==> src/rtl/uart_rx.sv <==
`timescale 1ns/1ps
// uart_rx -- 8-bit asynchronous serial receiver with selectable baud rate.
//
// Frame: one start bit (low), eight data bits LSB first, an optional even
// parity bit, and one stop bit (high). Each bit is sampled at its centre.
// The centre is found by waiting half a bit period after the start edge, and
// then one full bit period for every bit after that.
//
// Build option:
//   UART_RX_PARITY_EN  defined   -> the frame carries one even-parity bit after
//                                   data bit 7. A parity mismatch raises
//                                   parity_err in place of valid.
//                      undefined -> 8N1 frame with no parity bit. parity_err is
//                                   tied low.
//
// Parameters:
//   CLK_HZ       system clock frequency in Hz; bit period = CLK_HZ / baud
//
// Ports:
//   clk          system clock, rising edge
//   rst          asynchronous active-high reset
//   en           receiver enable; low forces IDLE
//   baud_sel     0=9600, 1=19200, 2=38400, 3=115200; sampled at start of frame
//   rx           serial line, idle high, asynchronous to clk
//   data         last received byte (updated on good and bad stop bits)
//   valid        one-cycle pulse: data holds a good frame
//   frame_err    one-cycle pulse: stop bit sampled low
//   parity_err   one-cycle pulse: parity mismatch with a good stop bit
//   busy         high whenever the FSM is not in IDLE
//   state_dbg_o  current FSM state encoding (IDLE=0 START=1 DATA=2
//                PARITY=3 STOP=4)
//
// Handshake: valid, frame_err and parity_err are single-cycle pulses with no
// back-pressure. The consumer must capture data on the cycle that valid is
// high. At most one of the three pulses is high in any cycle.

module uart_rx #(
  parameter int unsigned CLK_HZ = 100_000_000
) (
  input  logic       clk,
  input  logic       rst,
  input  logic       en,
  input  logic [1:0] baud_sel,
  input  logic       rx,
  output logic [7:0] data,
  output logic       valid,
  output logic       frame_err,
  output logic       parity_err,
  output logic       busy,
  output logic [2:0] state_dbg_o
);

  // Bit periods in clock cycles for each selectable baud rate.
  localparam logic [15:0] DIV_9600   = 16'(CLK_HZ / 9600);
  localparam logic [15:0] DIV_19200  = 16'(CLK_HZ / 19200);
  localparam logic [15:0] DIV_38400  = 16'(CLK_HZ / 38400);
  localparam logic [15:0] DIV_115200 = 16'(CLK_HZ / 115200);

  typedef enum logic [2:0] {
    IDLE   = 3'd0,
    START  = 3'd1,
    DATA   = 3'd2,
`ifdef UART_RX_PARITY_EN
    PARITY = 3'd3,
`endif
    STOP   = 3'd4
  } state_t;

  function automatic logic [15:0] div_for(input logic [1:0] sel);
    logic [15:0] d;
    case (sel)
      2'd0:    d = DIV_9600;
      2'd1:    d = DIV_19200;
      2'd2:    d = DIV_38400;
      default: d = DIV_115200;
    endcase
    return d;
  endfunction

  // Synchronizer and edge-detect history. All three flops reset high so that
  // leaving reset never looks like a falling edge.
  logic rx_meta_q;
  logic rx_sync_q;
  logic rx_prev_q;

  state_t      state_q;
  logic [15:0] cnt_q;
  logic [15:0] div_q;
  logic [2:0]  bit_q;
  logic [7:0]  shift_q;
  logic [7:0]  data_q;
  logic        valid_q;
  logic        ferr_q;
`ifdef UART_RX_PARITY_EN
  logic        perr_q;
  logic        par_bad_q;
`endif

  logic        fall_w;
  logic [15:0] half_m1_w;
  logic [15:0] div_m1_w;

  // A start edge is only seen as a 1->0 transition. A line held low (break)
  // therefore cannot restart the receiver until it has gone high again.
  assign fall_w    = rx_prev_q & ~rx_sync_q;
  assign half_m1_w = (div_q >> 1) - 16'd1;
  assign div_m1_w  = div_q - 16'd1;

  always_ff @(posedge clk or posedge rst) begin
    if (rst) begin
      rx_meta_q <= 1'b1;
      rx_sync_q <= 1'b1;
      rx_prev_q <= 1'b1;
    end else begin
      rx_meta_q <= rx;
      rx_sync_q <= rx_meta_q;
      rx_prev_q <= rx_sync_q;
    end
  end

  always_ff @(posedge clk or posedge rst) begin
    if (rst) begin
      state_q   <= IDLE;
      cnt_q     <= '0;
      div_q     <= '0;
      bit_q     <= '0;
      shift_q   <= '0;
      data_q    <= '0;
      valid_q   <= 1'b0;
      ferr_q    <= 1'b0;
`ifdef UART_RX_PARITY_EN
      perr_q    <= 1'b0;
      par_bad_q <= 1'b0;
`endif
    end else begin
      // Output pulses last one cycle unless the STOP branch sets them.
      valid_q <= 1'b0;
      ferr_q  <= 1'b0;
`ifdef UART_RX_PARITY_EN
      perr_q  <= 1'b0;
`endif
      if (!en) begin
        state_q <= IDLE;
        cnt_q   <= '0;
      end else begin
        case (state_q)
          IDLE: begin
            if (fall_w) begin
              state_q <= START;
              cnt_q   <= '0;
              bit_q   <= '0;
              // The rate is frozen for the whole frame.
              div_q   <= div_for(baud_sel);
            end
          end

          START: begin
            if (cnt_q == half_m1_w) begin
              cnt_q <= '0;
              // A line that has gone high again by mid-start is a glitch.
              state_q <= rx_sync_q ? IDLE : DATA;
            end else begin
              cnt_q <= cnt_q + 16'd1;
            end
          end

          DATA: begin
            if (cnt_q == div_m1_w) begin
              cnt_q   <= '0;
              shift_q <= {rx_sync_q, shift_q[7:1]};
              bit_q   <= bit_q + 3'd1;
              if (bit_q == 3'd7) begin
`ifdef UART_RX_PARITY_EN
                state_q <= PARITY;
`else
                state_q <= STOP;
`endif
              end
            end else begin
              cnt_q <= cnt_q + 16'd1;
            end
          end

`ifdef UART_RX_PARITY_EN
          PARITY: begin
            if (cnt_q == div_m1_w) begin
              cnt_q     <= '0;
              // Even parity: the parity bit equals the XOR of the data bits.
              par_bad_q <= (rx_sync_q != ^shift_q);
              state_q   <= STOP;
            end else begin
              cnt_q <= cnt_q + 16'd1;
            end
          end
`endif

          STOP: begin
            if (cnt_q == div_m1_w) begin
              cnt_q  <= '0;
              data_q <= shift_q;
              if (rx_sync_q) begin
`ifdef UART_RX_PARITY_EN
                if (par_bad_q) perr_q <= 1'b1;
                else           valid_q <= 1'b1;
`else
                valid_q <= 1'b1;
`endif
              end else begin
                ferr_q <= 1'b1;
              end
              // The FSM leaves at mid-stop-bit so that a start edge
              // immediately after the stop bit is still caught.
              state_q <= IDLE;
            end else begin
              cnt_q <= cnt_q + 16'd1;
            end
          end

          default: begin
            state_q <= IDLE;
            cnt_q   <= '0;
          end
        endcase
      end
    end
  end

  assign data        = data_q;
  assign valid       = valid_q;
  assign frame_err   = ferr_q;
`ifdef UART_RX_PARITY_EN
  assign parity_err  = perr_q;
`else
  assign parity_err  = 1'b0;
`endif
  assign busy        = (state_q != IDLE);
  assign state_dbg_o = state_q;

endmodule

==> config.mk <==
export PLATFORM = sky130hd
export DESIGN_NAME = uart_rx
export DESIGN_NICKNAME = d
export VERILOG_FILES = /design/src/rtl/uart_rx.sv
export SDC_FILE = /design/constraint.sdc
export NUM_CORES = 1
export LEC_CHECK = 0
export CORE_ASPECT_RATIO = 1.4
export CORE_MARGIN = 1
export CORE_UTILIZATION = 45
export DETAILED_ROUTE_END_ITERATION = 6
export PLACE_DENSITY_LB_ADDON = 0.08
export SYNTH_ARGS = -nofsm -noshare
export SYNTH_HDL_FRONTEND = slang
export SYNTH_SLANG_ARGS = --single-unit
==> constraint.sdc <==
create_clock -name clk -period 3.5 [get_ports clk]
set_input_delay 0.875 -clock clk [delete_from_list [all_inputs] [get_ports clk]]
set_output_delay 0.875 -clock clk [all_outputs]
set_load 0.005 [all_outputs]
==> qor.txt <==
Status - completed
Avg Cell Area, Syn - 9.56 µm²
Filler instances - 699
CTS tree - done
Ys flop type - dfrtp_1
Initial Util - 47.0%
Crit path kind - reg -> reg
Drt wl/cell - 16.5 µm
Die Area - 8100 µm²
FF-to-FF Start - div_q[3]
Global placer's final weighted congestion - 0.958
TritonCTS Buffers - 5
Final Setup Violations - 0
Largest net degree at the start of global routing - 32
Layout Area Growth over Synthesis - 11.9%
Syn nets - 379
HP Class - reg -> reg
I/O pin cnt - 21
Critical-path top delay cell - or4_4
# DRC - 0
DP HPWL - 5870 µm
Register area share after synthesis - 37.5%
Max-cap violations - 0
Postcts setup bufs - 0
Seq cells post-synth - 52
Crit-path max cell delay - 0.57 ns
Post-synth top cells - dfrtp_1, nand2_1, nor2_1
Die Wd - 76.3 µm
Number of synthesized flops with an enable pin - 0
Max Clk Rate - 309 MHz
Global route overflow - 0
Clk sinks - 52
Unrepaired setup endpoints after global routing - no
DRT Wirelength - 7790 µm
Worst skew pair latency - 0.32 ns
Final ANT Viol Nets - 0
CP required - 3.71 ns
Setup tns final - 0 ns
Hold Fails Final Rpt - 0
Synth area leader - dfrtp_1
DR iter-0 viols - 193
Top post-synthesis cells by area - dfrtp_1, mux2_2, xnor2_1
Yosys cell types - 66
CTS H-tree lvls - 2
Register Area - 1310 µm²
Core footprint - 7410 µm²
Most frequent cell after synthesis - dfrtp_1
Final Power - 1.53 mW
Ys async rst share - 100%
Post-Synthesis Cells - 364
Die Height - 106 µm
Clock tree buffer depth - 2
Pleak - 1.67 nW
Pins Over Slew Limit - 0
CP top delay family - simple AND/OR/NAND/NOR gates
Final nets - 388
Layout cells sized above 1 - 18.4%
Period Utilization, post-route - 92.3%
Min-delay src - rx_meta_q
Initial antenna violation count - 0
Crit path DAT - 3.45 ns
Cts-stage hold buffer count - 0
CP max FO - 12
Min Tclk post-route - 3.23 ns
Post-Syn Area - 3480 µm²
Input/output buffers - 19
Critical Path Source - div_q[3]
Clock root cell - clkbuf_8
DR vias - 2,641
Crit. End Element - register
First-pass GRT wire length - 12,900 µm
Pwr dens - 392 nW/µm²
Top cell type's share of synthesized area - 35.2%
Tot GR Track Use - 20.4%
Drt pass-1 iters - 4
Slew @ Worst Pin - 0.660 ns
Diodes inserted - 0
YS warnings - 0
# rows - 37
Buf/Inv on CP - 2
Slew margin rel. - 55.9%
Vias in the first global route - 2,595
Vias per cell - 5.61
Ordered list of cells on the worst path - inv_1 -> ha_1 -> or4b_1 -> nor3_1 -> o21ai_0 -> or4_4 -> o31a_4 -> o21ai_4 -> buf_12 -> o21ai_1
Clk pin slew, worst setup/hold paths - 0.10 ns
Crit path launch type - register
Area of the multi-input gates - 1980 µm²
Peak VDD IR - 307 µV
Worst clock skew - 0.0149 ns
==> worst paths after layout <==
kind | slack [ns] | end | cells after the start
min in group asynchronous | 0.97 | shift_q[2] | 2
hold reg to reg | 0.36 | rx_sync_q | 0
setup / recovery | 0.27 | cnt_q[12] | 10
max in group asynchronous | 1.90 | cnt_q[14] | 3
setup reg to reg | 0.27 | cnt_q[12] | 10
hold / removal | 0.36 | rx_sync_q | 0
==> what timing repair did <==
action | CTS | global route
endpoints found under the setup margin | 0 | 13
resized for setup | 0 | 2
endpoints found under the hold margin | 0 | 0
==> metal layers <==
layer | vias up | wire length (µm) | track usage (%)
met2 | 53 | 3970 | 36.6
met1 | 1277 | 3410 | 23.8
li1 | 1297 | - | -
met3 | 14 | 230 | 3.43
met5 | - | 0 | 0
met4 | 0 | 181 | 8.38
==> flip-flops by register name (all words and copies together), names as in the netlist <==
register	flops
rx_sync_q	1
valid	1
state_dbg_o	3
shift_q	8
rx_meta_q	1
cnt_q	16
rx_prev_q	1
frame_err	1
bit_q	3
data	8
div_q	9
==> placed cells by master, fill, tap and decap left out, types with 7 or more instances in the layout <==
| cell | count |
|---|---|
| buf_4 | 13 |
| nor2_1 | 21 |
| nand2b_1 | 8 |
| clkbuf_8 | 7 |
| nand3_1 | 10 |
| a21oi_1 | 8 |
| and3_1 | 10 |
| clkdlybuf4s50_1 | 19 |
| o21ai_2 | 10 |
| dfrtp_1 | 49 |
| nor3_1 | 9 |
| xnor2_1 | 19 |
| nand2_1 | 35 |
| xor2_1 | 10 |
| ha_1 | 9 |
| mux2_2 | 20 |
| o21ai_0 | 12 |
| inv_1 | 14 |
==> power breakdown <==
part / leakage [nW] / internal [mW] / switching (mW)
clock network: 0.0645 / 0.252 / 0.196
logic: 0.905 / 0.184 / 0.230
registers: 0.699 / 0.627 / 0.0360
==> stage by stage <==
stage / utilization, % / area [µm²] / setup slack [ns] / hold WS, ns / cells
after CTS: 52.5 / 3890 / 0.223 / 0.364 / 471
after global placement: 50.8 / 3760 / 0.283 / 0.349 / 463
after floorplan: - / 3480 / 0.546 / 0.345 / 364
final: 52.6 / 3890 / 0.268 / 0.360 / 471
after detailed placement: 50.8 / 3760 / 0.243 / 0.352 / 463
after global routing: 52.6 / 3890 / 0.0457 / 0.368 / 471
==> final cells by class <==
type                       instances  area share (%)
inverter                          15            1.45
tap                               97            3.12
multi-input combinational        266            50.8
timing repair buffer              33            7.90
clock buffer                       7            2.47
clock inverter                     1           0.771
sequential                        52            33.5
==> logic make-up (layout without fill, tap and decap cells) <==
logic type                 count (synthesis)  in the layout  share of synthesized area, %
other                                      1              1                         0.108
xor gates and xnor gates                  34             34                          10.6
DFF                                       52             52                          37.5
muxes                                     23             23                          7.37
buffers and inverters                     46             56                          5.93
and+or+nand+nor                          131            131                          20.0
adders and majority gates                  9              9                          3.24
AOI/OAI and AO/OA                         68             68                          15.3
No activity file was read; power rests on OpenSTA's default activity.
==> RTL change: new RTL, same flow settings <==
Add a define of `UART_RX_PARITY_EN`.
--- a/src/rtl/uart_rx.sv
+++ b/src/rtl/uart_rx.sv
@@ -34,4 +34,6 @@
 // back-pressure. The consumer must capture data on the cycle that valid is
 // high. At most one of the three pulses is high in any cycle.
+
+`define UART_RX_PARITY_EN
 
 module uart_rx #(
Formal check against the unedited RTL: same outputs for any inputs over 10 cycles, from zero or initial values and one cycle with rst high; that may be too few to reach the edited logic, so the function may still have changed.
==> RTL change against the unedited design <==
Clock power is 22% lower; sequential cell count is 2 higher; cell area is 3.2% higher; wire length is 5.0% higher; via count is 7.6% higher; worst setup slack worse by 0.043 ns; total power is 1.4% lower; sequential power is 4.8% higher; core utilization is 1.0 points lower; non-clock buffer count is 3 higher; hold slack better by 0.0027 ns; combinational power is 11% higher; synthesized area is 4.5% higher; critical endpoint is now bit_q[0]$_DFFE_PP0P_.
==> RTL change: results (changes against the unedited design) <==
[global_routing]
grt_use_total_pct = 21.3  ; was 20.4%
antenna_found_initial = 0  ; unchanged
grt_max_degree = 45  ; was 32
grt_pass1_vias = 2857  ; was 2,595
grt_pass1_wl_um = 14000  ; was 12,900 um

[final_layout]
drive_gt1_share_pct = 17.8  ; was 18.4%
layout.nets = 418  ; was 388
diodes = 0  ; unchanged
fill_cells = 755  ; was 699
top_regs = cnt_q x16, div_q x9  ; unchanged

[min_path]
hold_path.startpoint = rx_meta_q$_DFF_PP1_  ; unchanged
hold_path_class = reg2reg  ; unchanged

[setup_path]
worstPathArrival_ns = 3.47  ; was 3.45 ns
startpoint = div_q[3]$_DFFE_PP0P_  ; unchanged
critPathMaxFanout = 13  ; was 12
crit_slowest_cell = or4b_4  ; was or4_4

[clock_network]
cts-root-buf = clkbuf_8  ; unchanged
clk_pin_slew_worst_paths_ns = 0.10  ; about the same
postCtsSetupBuffers = 0  ; unchanged

[place]
post-place-ws_ns = 0.233  ; was 0.243 ns
place_hpwl_um = 6080  ; was 5870 um
port_buffers = 20  ; was 19
gp_congestion = 0.857  ; was 0.958

[sta]
slew_headroom_pct = 40.6  ; was 55.9%
finalClockSkew_ns = 0.00784  ; was 0.0149 ns

[route]
viasPerCell = 5.64  ; was 5.61
drt_iter0_drc = 76  ; was 193
wl_um = 8180  ; was 7790 um

[synth]
synth_common_cells = 55 x nand2_1, 51 x dfrtp_1, 22 x nor2_1  ; was 49 x dfrtp_1, 36 x nand2_1, 21 x nor2_1
synth_area_leaders = dfrtp_1 35%, nand2_1 5.7%, o221ai_2 4.1%, xnor2_1 3.4%, ha_1 3.1%  ; was dfrtp_1 35%, mux2_2 6.5%, xnor2_1 4.8%, nand2_1 3.9%, ha_1 3.2%
synth_fp_nets = 406  ; was 379
yosysSeqAreaShare_pct = 37.2  ; was 37.5%
yosys_warnings = 0  ; unchanged
ys_types = 67  ; was 66

[pwr]
max-vdd-ir-drop_mv = 0.243  ; was 0.307 mV
power_leakage_nw = 1.80  ; was 1.67 nW

[outcome]
outcome = completed  ; unchanged

[RTL change: cell types whose count changed after synthesis, moves of 6 or more]
cell and change:
mux2_2 -11, mux2_4 +7, nand2_1 +19, nand2b_1 -7, nor2b_1 +6, nor3_1 +12
o21ai_2 -8, o221ai_2 +10
[RTL change: area by class of cell]
class	instances	share of cell area (%)
Clock buffer	5	1.71
Clock inverter	3	0.467
Inverter	16	1.49
Multi-Input combinational cell	290	51.6
Sequential cell	54	33.7
Tap cell	100	3.11
Timing Repair Buffer	36	7.97
[RTL change: worst max-delay path, delay by kind of cell (launching register included)]
kind,cells,cell delay [ns]
flops,1,0.42
simple gates,5,1.77
buf+inv,1,0.08
fa+ha+maj,1,0.16
compound gates,2,0.39
mux,1,0.36
[RTL change: logic make-up (layout without fill, tap and decap cells)]
family / count (synthesis) / in the layout / synth area share, %
multiplexers: 20 / 20 / 6.81
XOR/XNOR: 26 / 26 / 7.01
AND/OR/NAND/NOR: 166 / 166 / 24.3
flip-flops: 54 / 54 / 37.2
adder cells (fa/ha/maj): 9 / 9 / 3.09
buffers and inverters: 47 / 60 / 5.91
AO/OA/AOI/OAI: 69 / 69 / 15.6
[RTL change: final timing paths]
check                      slack [ns]                    end
max reg2reg                      0.23   bit_q[0]$_DFFE_PP0P_
max                              0.23   bit_q[0]$_DFFE_PP0P_
max in group asynchronous        1.80  div_q[12]$_DFFE_PP0P_
min in group asynchronous        1.07   div_q[5]$_DFFE_PP0P_
min reg2reg                      0.36    rx_sync_q$_DFF_PP1_
min                              0.36    rx_sync_q$_DFF_PP1_
[RTL change: metal layers]
metal  routed length (um)  share of wire, %  track usage, %  vias up
met5                    0                 0               0        -
met4                  264               3.2            9.92        0
met3                  229               2.8            3.21       21
met2                 4200                51            38.6       58
met1                 3490                43            24.5     1367
li1                     -                 -               -     1397
[RTL change: through the flow]
| step | utilization, % | cells | area (um^2) | hold WS, ns | total power, mW |
|---|---|---|---|---|---|
| after detailed placement | 50.4 | 496 | 3930 | 0.350 | 1.17 |
| after CTS | 51.6 | 504 | 4020 | 0.364 | 1.52 |
| after floorplan | - | 391 | 3640 | 0.345 | 1.05 |
| after global placement | 50.4 | 496 | 3930 | 0.347 | 1.17 |
| after global routing | 51.6 | 504 | 4020 | 0.371 | 1.59 |
| final | 51.6 | 504 | 4020 | 0.363 | 1.50 |
[RTL change: report_power, final]
group          internal, mW  total, mW  switching [mW]
registers             0.653      0.695          0.0423
logic                 0.191      0.461           0.270
clock network         0.141      0.348           0.206
total                 0.985       1.50           0.518
